File: config.mk
export PLATFORM = sky130hd
export DESIGN_NAME = psk_serializer
export DESIGN_NICKNAME = d
export VERILOG_FILES = /design/src/rtl/psk_pkg.sv /design/src/rtl/psk_bit_timer.sv /design/src/rtl/psk_serializer.sv
export SDC_FILE = /design/constraint.sdc
export NUM_CORES = 1
export LEC_CHECK = 0
export CAP_MARGIN = 20
export CORE_MARGIN = 1
export CORE_UTILIZATION = 59
export CTS_BUF_LIST = sky130_fd_sc_hd__clkbuf_8
export CTS_CLUSTER_DIAMETER = 200
export DETAILED_ROUTE_END_ITERATION = 8
export PLACE_DENSITY = 0.89
export SLEW_MARGIN = 5
export SYNTH_ARGS = -nofsm -noshare
export SYNTH_HDL_FRONTEND = slang
export SYNTH_HIERARCHICAL = 1
export SYNTH_SLANG_ARGS = --single-unit
File: constraint.sdc
create_clock -name clk -period 8.2 [get_ports clk]
set_input_delay 1.64 -clock clk [delete_from_list [all_inputs] [get_ports clk]]
set_output_delay 1.64 -clock clk [all_outputs]
set_load 0.005 [all_outputs]
File: src/rtl/psk_pkg.sv
// Shared FSM encoding, width helpers and parameter range checks for the PSK/PWM symbol serializer.
package psk_pkg;

    typedef enum logic [1:0] {
        StIdle = 2'b00,
        StRun  = 2'b01
    } psk_state_e;

    function automatic int unsigned cpb_width(input int unsigned max_clks);
        return $clog2(max_clks + 1);
    endfunction

    function automatic int unsigned bit_cnt_width(input int unsigned bits);
        return (bits > 2) ? $clog2(bits) : 1;
    endfunction

    function automatic bit params_ok(input int unsigned bits, input int unsigned width,
                                     input int unsigned max_clks);
        return (bits >= 2) && (bits <= width) && (max_clks >= 1);
    endfunction

endpackage

File: src/rtl/psk_bit_timer.sv
// Per-bit down-counter: loaded with the bit length, flags the last clock of each bit.
module psk_bit_timer #(
    parameter int unsigned WIDTH = 5
) (
    input  logic             clk,
    input  logic             rst,
    input  logic             enable,
    input  logic             load,
    input  logic [WIDTH-1:0] load_val,
    output logic             bit_done
);

    logic [WIDTH-1:0] cnt_q;

    // load_val is always >= 1, so the counter holds the clocks remaining after this one.
    always_ff @(posedge clk or posedge rst) begin
        if (rst) begin
            cnt_q <= '0;
        end else if (enable) begin
            if (load) begin
                cnt_q <= load_val - WIDTH'(1);
            end else if (cnt_q != '0) begin
                cnt_q <= cnt_q - WIDTH'(1);
            end
        end
    end

    assign bit_done = (cnt_q == '0);

endmodule

File: src/rtl/psk_serializer.sv
// Serializes FIFO words onto a single pwm pin with programmable bit time, bit order,
// optional differential encoding and busy/strobe/underrun status.
module psk_serializer
    import psk_pkg::*;
#(
    parameter int unsigned DATA_WIDTH       = 8,
    parameter int unsigned BITS_PER_SYMBOL  = 8,
    parameter int unsigned MAX_CLKS_PER_BIT = 16,
    parameter bit          MSB_FIRST        = 1'b0,
    parameter bit          DIFF_ENCODE      = 1'b0,
    parameter bit          IDLE_LEVEL       = 1'b0,
    localparam int unsigned CPB_WIDTH       = cpb_width(MAX_CLKS_PER_BIT)
) (
    input  logic                  clk,
    input  logic                  rst,
    input  logic                  enable,
    input  logic [CPB_WIDTH-1:0]  clks_per_bit,
    input  logic [DATA_WIDTH-1:0] sample,
    input  logic                  empty,
    output logic                  read,
    output logic                  pwm,
    output logic                  busy,
    output logic                  bit_strobe,
    output logic                  underrun
);

    localparam int unsigned BCW = bit_cnt_width(BITS_PER_SYMBOL);
    localparam logic [BCW-1:0] LAST_BIT = BCW'(BITS_PER_SYMBOL - 1);

    if (!params_ok(BITS_PER_SYMBOL, DATA_WIDTH, MAX_CLKS_PER_BIT)) begin : g_param_err
        $error("psk_serializer: BITS_PER_SYMBOL must be in 2..DATA_WIDTH");
    end

    psk_state_e                 state_q;
    logic [BITS_PER_SYMBOL-1:0] shift_q;
    logic [BCW-1:0]             bit_cnt_q;
    logic [CPB_WIDTH-1:0]       cpb_q;
    logic [CPB_WIDTH-1:0]       cpb_sat;
    logic                       bit_done;
    logic                       sym_end, adv_bit, load_word;
    logic                       first_bit, next_bit;

    always_comb begin
        cpb_sat = clks_per_bit;
        if (clks_per_bit == '0) begin
            cpb_sat = CPB_WIDTH'(1);
        end else if (32'(clks_per_bit) > MAX_CLKS_PER_BIT) begin
            cpb_sat = CPB_WIDTH'(MAX_CLKS_PER_BIT);
        end
    end

    // empty is only looked at on load points, so the late read pulse cannot double-pop.
    assign sym_end   = (state_q == StRun) && bit_done && (bit_cnt_q == LAST_BIT);
    assign adv_bit   = (state_q == StRun) && bit_done && (bit_cnt_q != LAST_BIT);
    assign load_word = !empty && ((state_q == StIdle) || sym_end);

    assign first_bit = MSB_FIRST ? sample[BITS_PER_SYMBOL-1] : sample[0];
    assign next_bit  = MSB_FIRST ? shift_q[BITS_PER_SYMBOL-2] : shift_q[1];

    psk_bit_timer #(
        .WIDTH (CPB_WIDTH)
    ) u_bit_timer (
        .clk      (clk),
        .rst      (rst),
        .enable   (enable),
        .load     (load_word || adv_bit),
        .load_val (load_word ? cpb_sat : cpb_q),
        .bit_done (bit_done)
    );

    always_ff @(posedge clk or posedge rst) begin
        if (rst) begin
            state_q    <= StIdle;
            shift_q    <= '0;
            bit_cnt_q  <= '0;
            cpb_q      <= '0;
            pwm        <= IDLE_LEVEL;
            read       <= 1'b0;
            bit_strobe <= 1'b0;
            underrun   <= 1'b0;
        end else begin
            read       <= 1'b0;
            bit_strobe <= 1'b0;
            underrun   <= 1'b0;
            if (enable) begin
                if (load_word) begin
                    // pwm already holds the differential reference (idle level or last bit).
                    state_q    <= StRun;
                    shift_q    <= sample[BITS_PER_SYMBOL-1:0];
                    bit_cnt_q  <= '0;
                    cpb_q      <= cpb_sat;
                    pwm        <= DIFF_ENCODE ? (pwm ^ first_bit) : first_bit;
                    read       <= 1'b1;
                    bit_strobe <= 1'b1;
                end else begin
                    unique case (state_q)
                        StIdle: pwm <= IDLE_LEVEL;
                        StRun: begin
                            if (sym_end) begin
                                state_q  <= StIdle;
                                pwm      <= IDLE_LEVEL;
                                underrun <= 1'b1;
                            end else if (adv_bit) begin
                                shift_q    <= MSB_FIRST ? (shift_q << 1) : (shift_q >> 1);
                                bit_cnt_q  <= bit_cnt_q + BCW'(1);
                                pwm        <= DIFF_ENCODE ? (pwm ^ next_bit) : next_bit;
                                bit_strobe <= 1'b1;
                            end
                        end
                        default: begin
                            state_q <= StIdle;
                            pwm     <= IDLE_LEVEL;
                        end
                    endcase
                end
            end
        end
    end

    assign busy = (state_q == StRun);

endmodule

Yosys cells after proc, flatten, opt, wreduce, memory -nomap -nowiden --
Index checks and enable logic that the tools add are counted.
Word-level totals: flip-flop bits (word level) 27, bits in latches 0, bits in writable memories 0, ROM bits 0, input port bits 17, output and inout port bits 5, logic and storage cells 69, memories 0
Cells by class: $add $sub $neg 3, multipliers 0, div/mod/pow operators 0, magnitude comparators 1, equality and inequality tests 7, shift-type cells 0, multiplexer cells 31, bitwise operators 0, reduce and logical (&&, ||, !) cells 18
Operator list (number):
- $mux W8 | 4
- $mux W5 | 5
- $mux W1 | 15
- $mux W3 | 4
- $logic_not A5 Y1 | 2
- $sub A5 B1 Y5 const B | 2
- $reduce_bool A2 Y1 | 3
- $gt A5 B5 Y1 const B | 1
- $reduce_bool A5 Y1 | 1
- $logic_and A1 B1 Y1 | 4
- $mux W2 | 2
- $ne A4 B1 Y1 const B | 1
- $pmux W2 S2 | 1
- $reduce_and A2 Y1 | 2
- $reduce_and A4 Y1 | 1
- $add A3 B1 Y3 const B | 1
- $eq A3 B3 Y1 const B | 1
- $ne A3 B1 Y1 const B | 1
- $ne A3 B3 Y1 const B | 1
- $reduce_and A3 Y1 | 1
- $eq A2 B1 Y1 const B | 1
- $logic_not A2 Y1 | 1
- $logic_or A1 B1 Y1 | 2
- $ne A2 B1 Y1 const B | 1
- other kinds (2) | 2

Longest topological paths before layout --
Gate-level depths: netlist (run 1).
depth in word-level cells 8, depth in mapped cells 13, mapped depth without buffers 11

Hierarchy --
Netlist (run 1), hierarchy kept.
By module, submodules not included:
- psk_serializer | times used 1, cells an instance 99, area each 975.9 µm², sequential area each 500.5 µm²
- psk_bit_timer | times used 1, cells an instance 37, area each 391.6 µm², sequential area each 125.1 µm²

Worst setup path after synthesis (run 1) --
OpenSTA, ideal clock, no wires.
kind input to register, start in empty, end reg u_bit_timer.cnt_q[4], library setup time 0.126 ns, arrival 3.342 ns, required time 8.074 ns, slack 4.732 ns, cell stages on the path 9, path buffers 2, cells stage by stage or2_1 > buf_4 > buf_6 > o31ai_2 > mux2i_1 > ha_1 > nor3b_1 > xor2_1 > a221o_1
On the way: cells in the longest elaborated chain, start to end 5, elaborated cells between the ends (all ways) 8, classes of those cells 1 x add/sub; 2 x mux; 5 x reduce/logical
Ends and longest elaborated chain:
- start: declaration | RTL line psk_serializer.sv:19 | input logic empty,
- $logic_not A1 Y1 (*) | RTL line psk_serializer.sv:55 | assign load_word = !empty && ((state_q == StIdle) || sym_end);
- $logic_and A1 B1 Y1 (*) | RTL line psk_serializer.sv:55
- $mux W5 / $logic_or A1 B1 Y1 (equally long branches)
- $sub A5 B1 Y5 / $reduce_bool A2 Y1 (equally long branches)
- $mux W5 / $reduce_and A2 Y1 (equally long branches)
- end signal: assignment | RTL line psk_bit_timer.sv:21 | cnt_q <= load_val - WIDTH'(1);
- end signal: assignment | RTL line psk_bit_timer.sv:23 | cnt_q <= cnt_q - WIDTH'(1);
- end: declaration | RTL line psk_bit_timer.sv:13 | logic [WIDTH-1:0] cnt_q;
Mark *: on every way between the ends. The rest lies on a longest branch, timed or not. A chain may end at the register's enable or synchronous reset.

Worst setup path after layout (run 1) --
Same ends and word-level chain as after synthesis.

==> flow_summary.yaml, run 1 <==
pwr:
  p_comb_frac: 0.385
  p_seq_frac: 0.448
  switching_share: 0.363
  clock_power_share: 0.167
  ir_drop_mv: 0.197
  power.density_nw_per_um2: 272
  p_int_uw: 278
  p_sw_uw: 159
  p_leak_uw: 0.000736
routing:
  m1WireLength_um: 1060
  ant_nets: 0
  vias: 1073
  highest_layer: "met4"
  drtIter0Drc: 33
  vias_per_cell: 5.90
  drtPass1Iterations: 4
  routed_wl_um: 2600
  drc: 0
  met3WireLength_um: 117
  wl_met2_um: 1370
  wl_per_cell_um: 14.3
cts:
  cts_htree_levels: 1
  cts_tree: "yes"
  cts_max_path_buffers: 2
  clk_pin_slew_ns: 0.09
  ctsResizeCount: 0
  root_buffer: "clkbuf_8"
  cts_made_buffers: 3
  worstSkewPairLatency_ns: 0.27
  cts_setup_buffers: 0
  cts_hold_buf: 0
  cts.sinks: 25
final_layout:
  fin_util: 0.734
  layout.cells.non_filler: 182
  antenna_cells: 0
  area_growth_pct: 17.7
  drive_gt1_frac: 0.0649
  layout.nets: 175
  fill_cells: 153
setup_path:
  cp.arrival_ns: 4.29
  path_class: "in2reg"
  cp_num_buf_inv: 1
  cp_slowest_cell: "a21oi_1"
  cp-end-kind: "flip-flop"
  crit_chain: "clkdlybuf4s50_1 -> a21oi_1 -> mux2i_1 -> ha_1 -> nor3b_1 -> xor2_1 -> a221o_1"
  critPathRequiredTime_ns: 8.36
  worstSetupStartpointType: "input pin"
  path_max_fanout: 11
  path_delay_family: "compound AO/OA/AOI/OAI gates"
  max_stage_delay_ns: 0.77
synth:
  syn_inst: 136
  ys_seq_elements: 25
  yosys.cell_count.top_type: "dfrtp_1"
  seq_area_frac_synth: 0.457
  synthFlopType: "dfrtp_1"
  synth_nets: 156
  yosys-top-cells-count: "dfrtp_1, nand2_1, o21ai_1"
  synthTopCellsByArea: "dfrtp_1, mux2i_1, nand2_1"
  synth_top_area_share: 0.457
  avgSynthCellArea_um2: 10.1
  ys_types: 36
  synth_edf_count: 0
  async_flop_share: 1.00
  synth_area_um2: 1370
  synth_top_cell_by_area: "dfrtp_1"
  yosys_warnings: 6
global_routing:
  grt_pass1_vias: 1090
  globalRouteTotalUtil: 0.246
  antenna_found_initial: 0
  grt_max_degree: 21
  grt-ovfl-total: 0
  grt_pass1_wl_um: 4620
timing:
  maxSlewHeadroom: 0.358
  rsz0062_at_grt: "no"
  fin_crit_ns: 4.13
  fin_setup_tns_ns: 0
  setup_viol: 0
  final_max_slew_viol_count: 0
  finalClockSkew_ns: 0.00225
  max_freq_ghz: 0.242
  hold_viol_final: 0
  worst_slack_ns: 4.07
  fin_crit_sh: 0.504
  tightest_slew_ns: 0.963
floorplanning:
  core.rowCount: 17
  die_w_um: 50.1
  die_area_um2: 2510
  core_um2: 2190
  die_h_um: 50.1
  start_util: 0.624
  top_level_ports: 22
min_path:
  hp-class: "reg2reg"
placed_design:
  place_inst: 178
  place.gp.congestion: 0.944
  numPortBuffers: 21
  place_ws_ns: 3.79
  dpl.hpwl_um: 1970
job:
  drv_cap: 0
status:
  status: "complete, no violations"
==> worst register-to-register path: stages (launching register included) <==
cell and delay, ns:
dfrtp_1 0.44, or3_4 0.44, nor3_1 0.40, a21boi_1 0.36, or2_1 0.55, nand2_1 0.18, o31ai_2 0.09, mux2i_1 0.24
ha_1 0.28, nor3b_1 0.28, xor2_1 0.13, a221o_1 0.35
==> worst paths after layout <==
kind / startpoint / to / cells past startpoint / slack, ns
hold / removal: shift_q[2] / shift_q[2] / 2 / 0.49
max in group asynchronous: rst / bit_cnt_q[0] / 2 / 5.88
min in group asynchronous: rst / u_bit_timer/cnt_q[2] / 2 / 1.59
hold reg to reg: shift_q[2] / shift_q[2] / 2 / 0.49
setup reg to reg: u_bit_timer/cnt_q[2] / u_bit_timer/cnt_q[4] / 11 / 4.35
setup / recovery: empty / u_bit_timer/cnt_q[4] / 7 / 4.07
==> routing by layer <==
metal	up-vias	track usage
met5	-	0
met4	0	0.105
met3	6	0.0485
met2	35	0.438
met1	513	0.285
li1	519	-
==> final cells by class <==
cell class                 instances  area, um^2  area share
timing repair buffer              21         210       0.131
multi-input combinational         99         673       0.418
inverter                           5        18.8      0.0117
sequential                        25         626       0.389
clock inverter                     1        5.00     0.00311
clock buffer                       3        41.3      0.0257
tap                               28        35.0      0.0218
==> logic make-up after synthesis <==
logic type,share of synthesized area
AND/OR/NAND/NOR,0.172
XOR/XNOR,0.0128
multiplexers,0.0906
AO/OA/AOI/OAI,0.189
flip-flops,0.457
buffers and inverters,0.0503
adder cells (fa/ha/maj),0.0275
==> state kept, by name, summed over array words and instances (netlist names) <==
signal and count:
shift_q 7, bit_strobe 1, cpb_q 5, bit_cnt_q 3
read 1, u_bit_timer/cnt_q 5, state_q 1, underrun 1
pwm 1
==> placed cells by master (no fill, tap or decap), drive strengths merged <==
cell type / count
nor4: 1
or4b: 1
a21oi: 3
a32oi: 1
nor2: 4
and2: 1
a221o: 1
o41ai: 3
clkinv: 1
a21boi: 1
mux2i: 9
and3: 1
nand3: 1
clkdlybuf4s50: 21
nand2: 20
ha: 3
or4: 1
dfrtp: 25
nor3: 2
a211o: 1
clkbuf: 3
or2: 1
o21ai: 20
or3: 1
o31ai: 6
a22o: 1
inv: 5
nor2b: 1
mux2: 3
nand2b: 7
nor3b: 3
xor2: 2
==> power groups by stage <==
stage / combinational (uW) / clock, uW / sequential [uW]
6_report: 168 / 73.0 / 196
5_1_grt: 194 / 78.8 / 201
4_1_cts: 169 / 74.1 / 196
3_5_place_dp: 167 / 0 / 199
3_3_place_gp: 156 / 0 / 195
2_1_floorplan: 131 / 0 / 189
==> metrics by stage <==
step | power (uW) | area (um^2) | hold WS [ns]
after floorplan | 321 | 1370 | 0.455
after global placement | 352 | 1560 | 0.468
after detailed placement | 366 | 1560 | 0.475
after CTS | 439 | 1610 | 0.495
after global routing | 474 | 1610 | 0.518
final | 437 | 1610 | 0.492
Power figures use the tool's default switching activity.
==> run 2, diff against run 1 <==
--- a/config.mk
+++ b/config.mk
@@ -6,12 +6,13 @@
 export NUM_CORES = 1
 export LEC_CHECK = 0
 export CAP_MARGIN = 20
+export CORE_ASPECT_RATIO = 0.5
 export CORE_MARGIN = 1
-export CORE_UTILIZATION = 59
+export CORE_UTILIZATION = 49
 export CTS_BUF_LIST = sky130_fd_sc_hd__clkbuf_8
 export CTS_CLUSTER_DIAMETER = 200
 export DETAILED_ROUTE_END_ITERATION = 8
-export PLACE_DENSITY = 0.89
+export PLACE_DENSITY = 0.79
 export SLEW_MARGIN = 5
 export SYNTH_ARGS = -nofsm -noshare
 export SYNTH_HDL_FRONTEND = slang
==> constraint.sdc (replaced) <==
create_clock -name clk -period 3.4 [get_ports clk]
set_input_delay 0.68 -clock clk [delete_from_list [all_inputs] [get_ports clk]]
set_output_delay 0.68 -clock clk [all_outputs]
set_load 0.005 [all_outputs]
==> run 2 against run 1 <==
Compared with the run above: worst setup slack worse by 3.7 ns; non-clock buffer count up 3; register-to-register slack worse by 4.0 ns; cell count up 6.6%; critical path type is now reg2reg; critical path depth is 4 higher; cell area increased by 2.8%; die area increased by 20%; clock skew up 0.0068 ns; highest routed layer unchanged.
==> flow_summary.yaml, run 2 (synthesis gave the netlist of run 1 again) <==
timing:
  rsz0062_at_grt: "no"
  final_max_slew_viol_count: 0
  setup_viol: 0
  fin_crit_ns: 3.05
  tightest_slew_ns: 0.772
  holdWs_ns: 0.492
  fin_crit_sh: 0.896
  max_freq_ghz: 0.328
  maxSlewHeadroom: 0.485
  hold_viol_final: 0
  finalClockSkew_ns: 0.00909
  fin_setup_tns_ns: 0
job:
  drv_cap: 0
setup_path:
  worstSetupStartpointType: "flip-flop"
  path_class: "reg2reg"
  path_max_fanout: 5
  critPathRequiredTime_ns: 3.56
  cp-end-kind: "flip-flop"
  cp.arrival_ns: 3.20
  r2r_slack_ns: 0.35
floorplanning:
  die_w_um: 76.7
  core_um2: 2620
  die_h_um: 39.4
  core.rowCount: 13
  die_area_um2: 3020
  top_level_ports: 22
  start_util: 0.522
cts:
  clk_pin_slew_ns: 0.10
  cts_made_buffers: 3
  cts_setup_buffers: 0
  cts.sinks: 25
  worstSkewPairLatency_ns: 0.28
  cts_tree: "yes"
  root_buffer: "clkbuf_8"
  cts_max_path_buffers: 2
  cts_htree_levels: 1
final_layout:
  final_common_cell: "dfrtp_1"
  layout.cells.non_filler: 194
  largest_reg_flops: 7
  multi_input_area_um2: 682
  drive_gt1_frac: 0.0955
  area.sequential_um2: 626
  fill_cells: 218
  final_cell_mix: "dfrtp_1, clkdlybuf4s50_1, nand2_1, o21ai_1"
  layout.nets: 178
  antenna_cells: 0
  top_regs: "shift_q x7, cpb_q x5, u_bit_timer/cnt_q x5"
  area_growth_pct: 21.0
  top_register: "shift_q"
  fin_util: 0.632
pwr:
  p_int_uw: 680
  p_sw_uw: 390
  power.density_nw_per_um2: 647
  switching_share: 0.365
  p_leak_uw: 0.000746
  clock_power_share: 0.171
  p_comb_frac: 0.388
  p_seq_frac: 0.441
  ir_drop_mv: 0.370
status:
  status: "complete, no violations"
routing:
  vias_per_cell: 5.42
  drtPass1Iterations: 4
  drtIter0Drc: 33
  routed_wl_um: 2650
  drc: 0
  vias: 1051
  wl_per_cell_um: 13.7
  ant_nets: 0
min_path:
  hp-class: "reg2reg"
global_routing:
  grt_max_degree: 21
  grt_pass1_vias: 940
  grt-ovfl-total: 0
  grt_pass1_wl_um: 4360
  antenna_found_initial: 0
  globalRouteTotalUtil: 0.197
placed_design:
  dpl.hpwl_um: 1990
  place.gp.congestion: 0.845
  numPortBuffers: 21
  place_inst: 190
run 2: cell count changes in the layout (fill, tap and decap cells not counted), sizes merged:
cell / previous run / this run
buf: 0 / 3
clkinv: 1 / 0
clkinvlp: 0 / 1
run 2: layer usage:
layer  track usage  part of all wire
met1         0.243              0.50
met2         0.344              0.45
met3        0.0558             0.037
met4        0.0625             0.012
met5             0                 0
run 2: final cells by class:
cell class	instances	share of cell area
clock inverters	1	0.00454
inverters	5	0.0113
well taps	37	0.0280
flip-flops and latches	25	0.378
repair buffers	24	0.141
clock buffers	3	0.0250
multi-input cells	99	0.412
run 2: power by group through the flow:
stage / registers (uW) / logic (uW) / clock network (uW)
3_5_place_dp: 475 / 411 / 0
6_report: 472 / 415 / 183
2_1_floorplan: 456 / 317 / 0
4_1_cts: 470 / 413 / 187
3_3_place_gp: 470 / 393 / 0
5_1_grt: 485 / 465 / 197
run 2: path summary, 6_finish.rpt:
| kind | depth (start not counted) | end | startpoint |
|---|---|---|---|
| min in group asynchronous | 2 | u_bit_timer/cnt_q[1] | rst |
| max | 11 | u_bit_timer/cnt_q[4] | u_bit_timer/cnt_q[2] |
| max reg2reg | 11 | u_bit_timer/cnt_q[4] | u_bit_timer/cnt_q[2] |
| min reg2reg | 2 | shift_q[2] | shift_q[2] |
| min | 2 | shift_q[2] | shift_q[2] |
| max in group asynchronous | 2 | underrun | rst |
run 2: per-stage QoR:
stage	setup WS, ns	area, um^2	total power (uW)
floorplan	0.348	1370	773
global placement	0.425	1600	863
detailed placement	0.196	1600	886
CTS	0.181	1650	1070
global route	0.178	1650	1150
finish	0.353	1650	1070
run 2: worst max-delay path, stage by stage, from the launching register on:
cell	delay (ns)
dfrtp_1	0.43
or3_4	0.43
nor3_2	0.28
a21boi_1	0.14
or2_1	0.29
nand2_1	0.11
o31ai_2	0.07
mux2i_1	0.20
ha_1	0.27
nor3b_1	0.26
xor2_1	0.10
a221o_1	0.35
run 2: repair_timing:
action                                  4_1_cts  5_1_grt
hold buffers                                  0        0
endpoints found under the setup margin        0        1
resized for setup                             0        2
hold endpoints to repair                      0        0
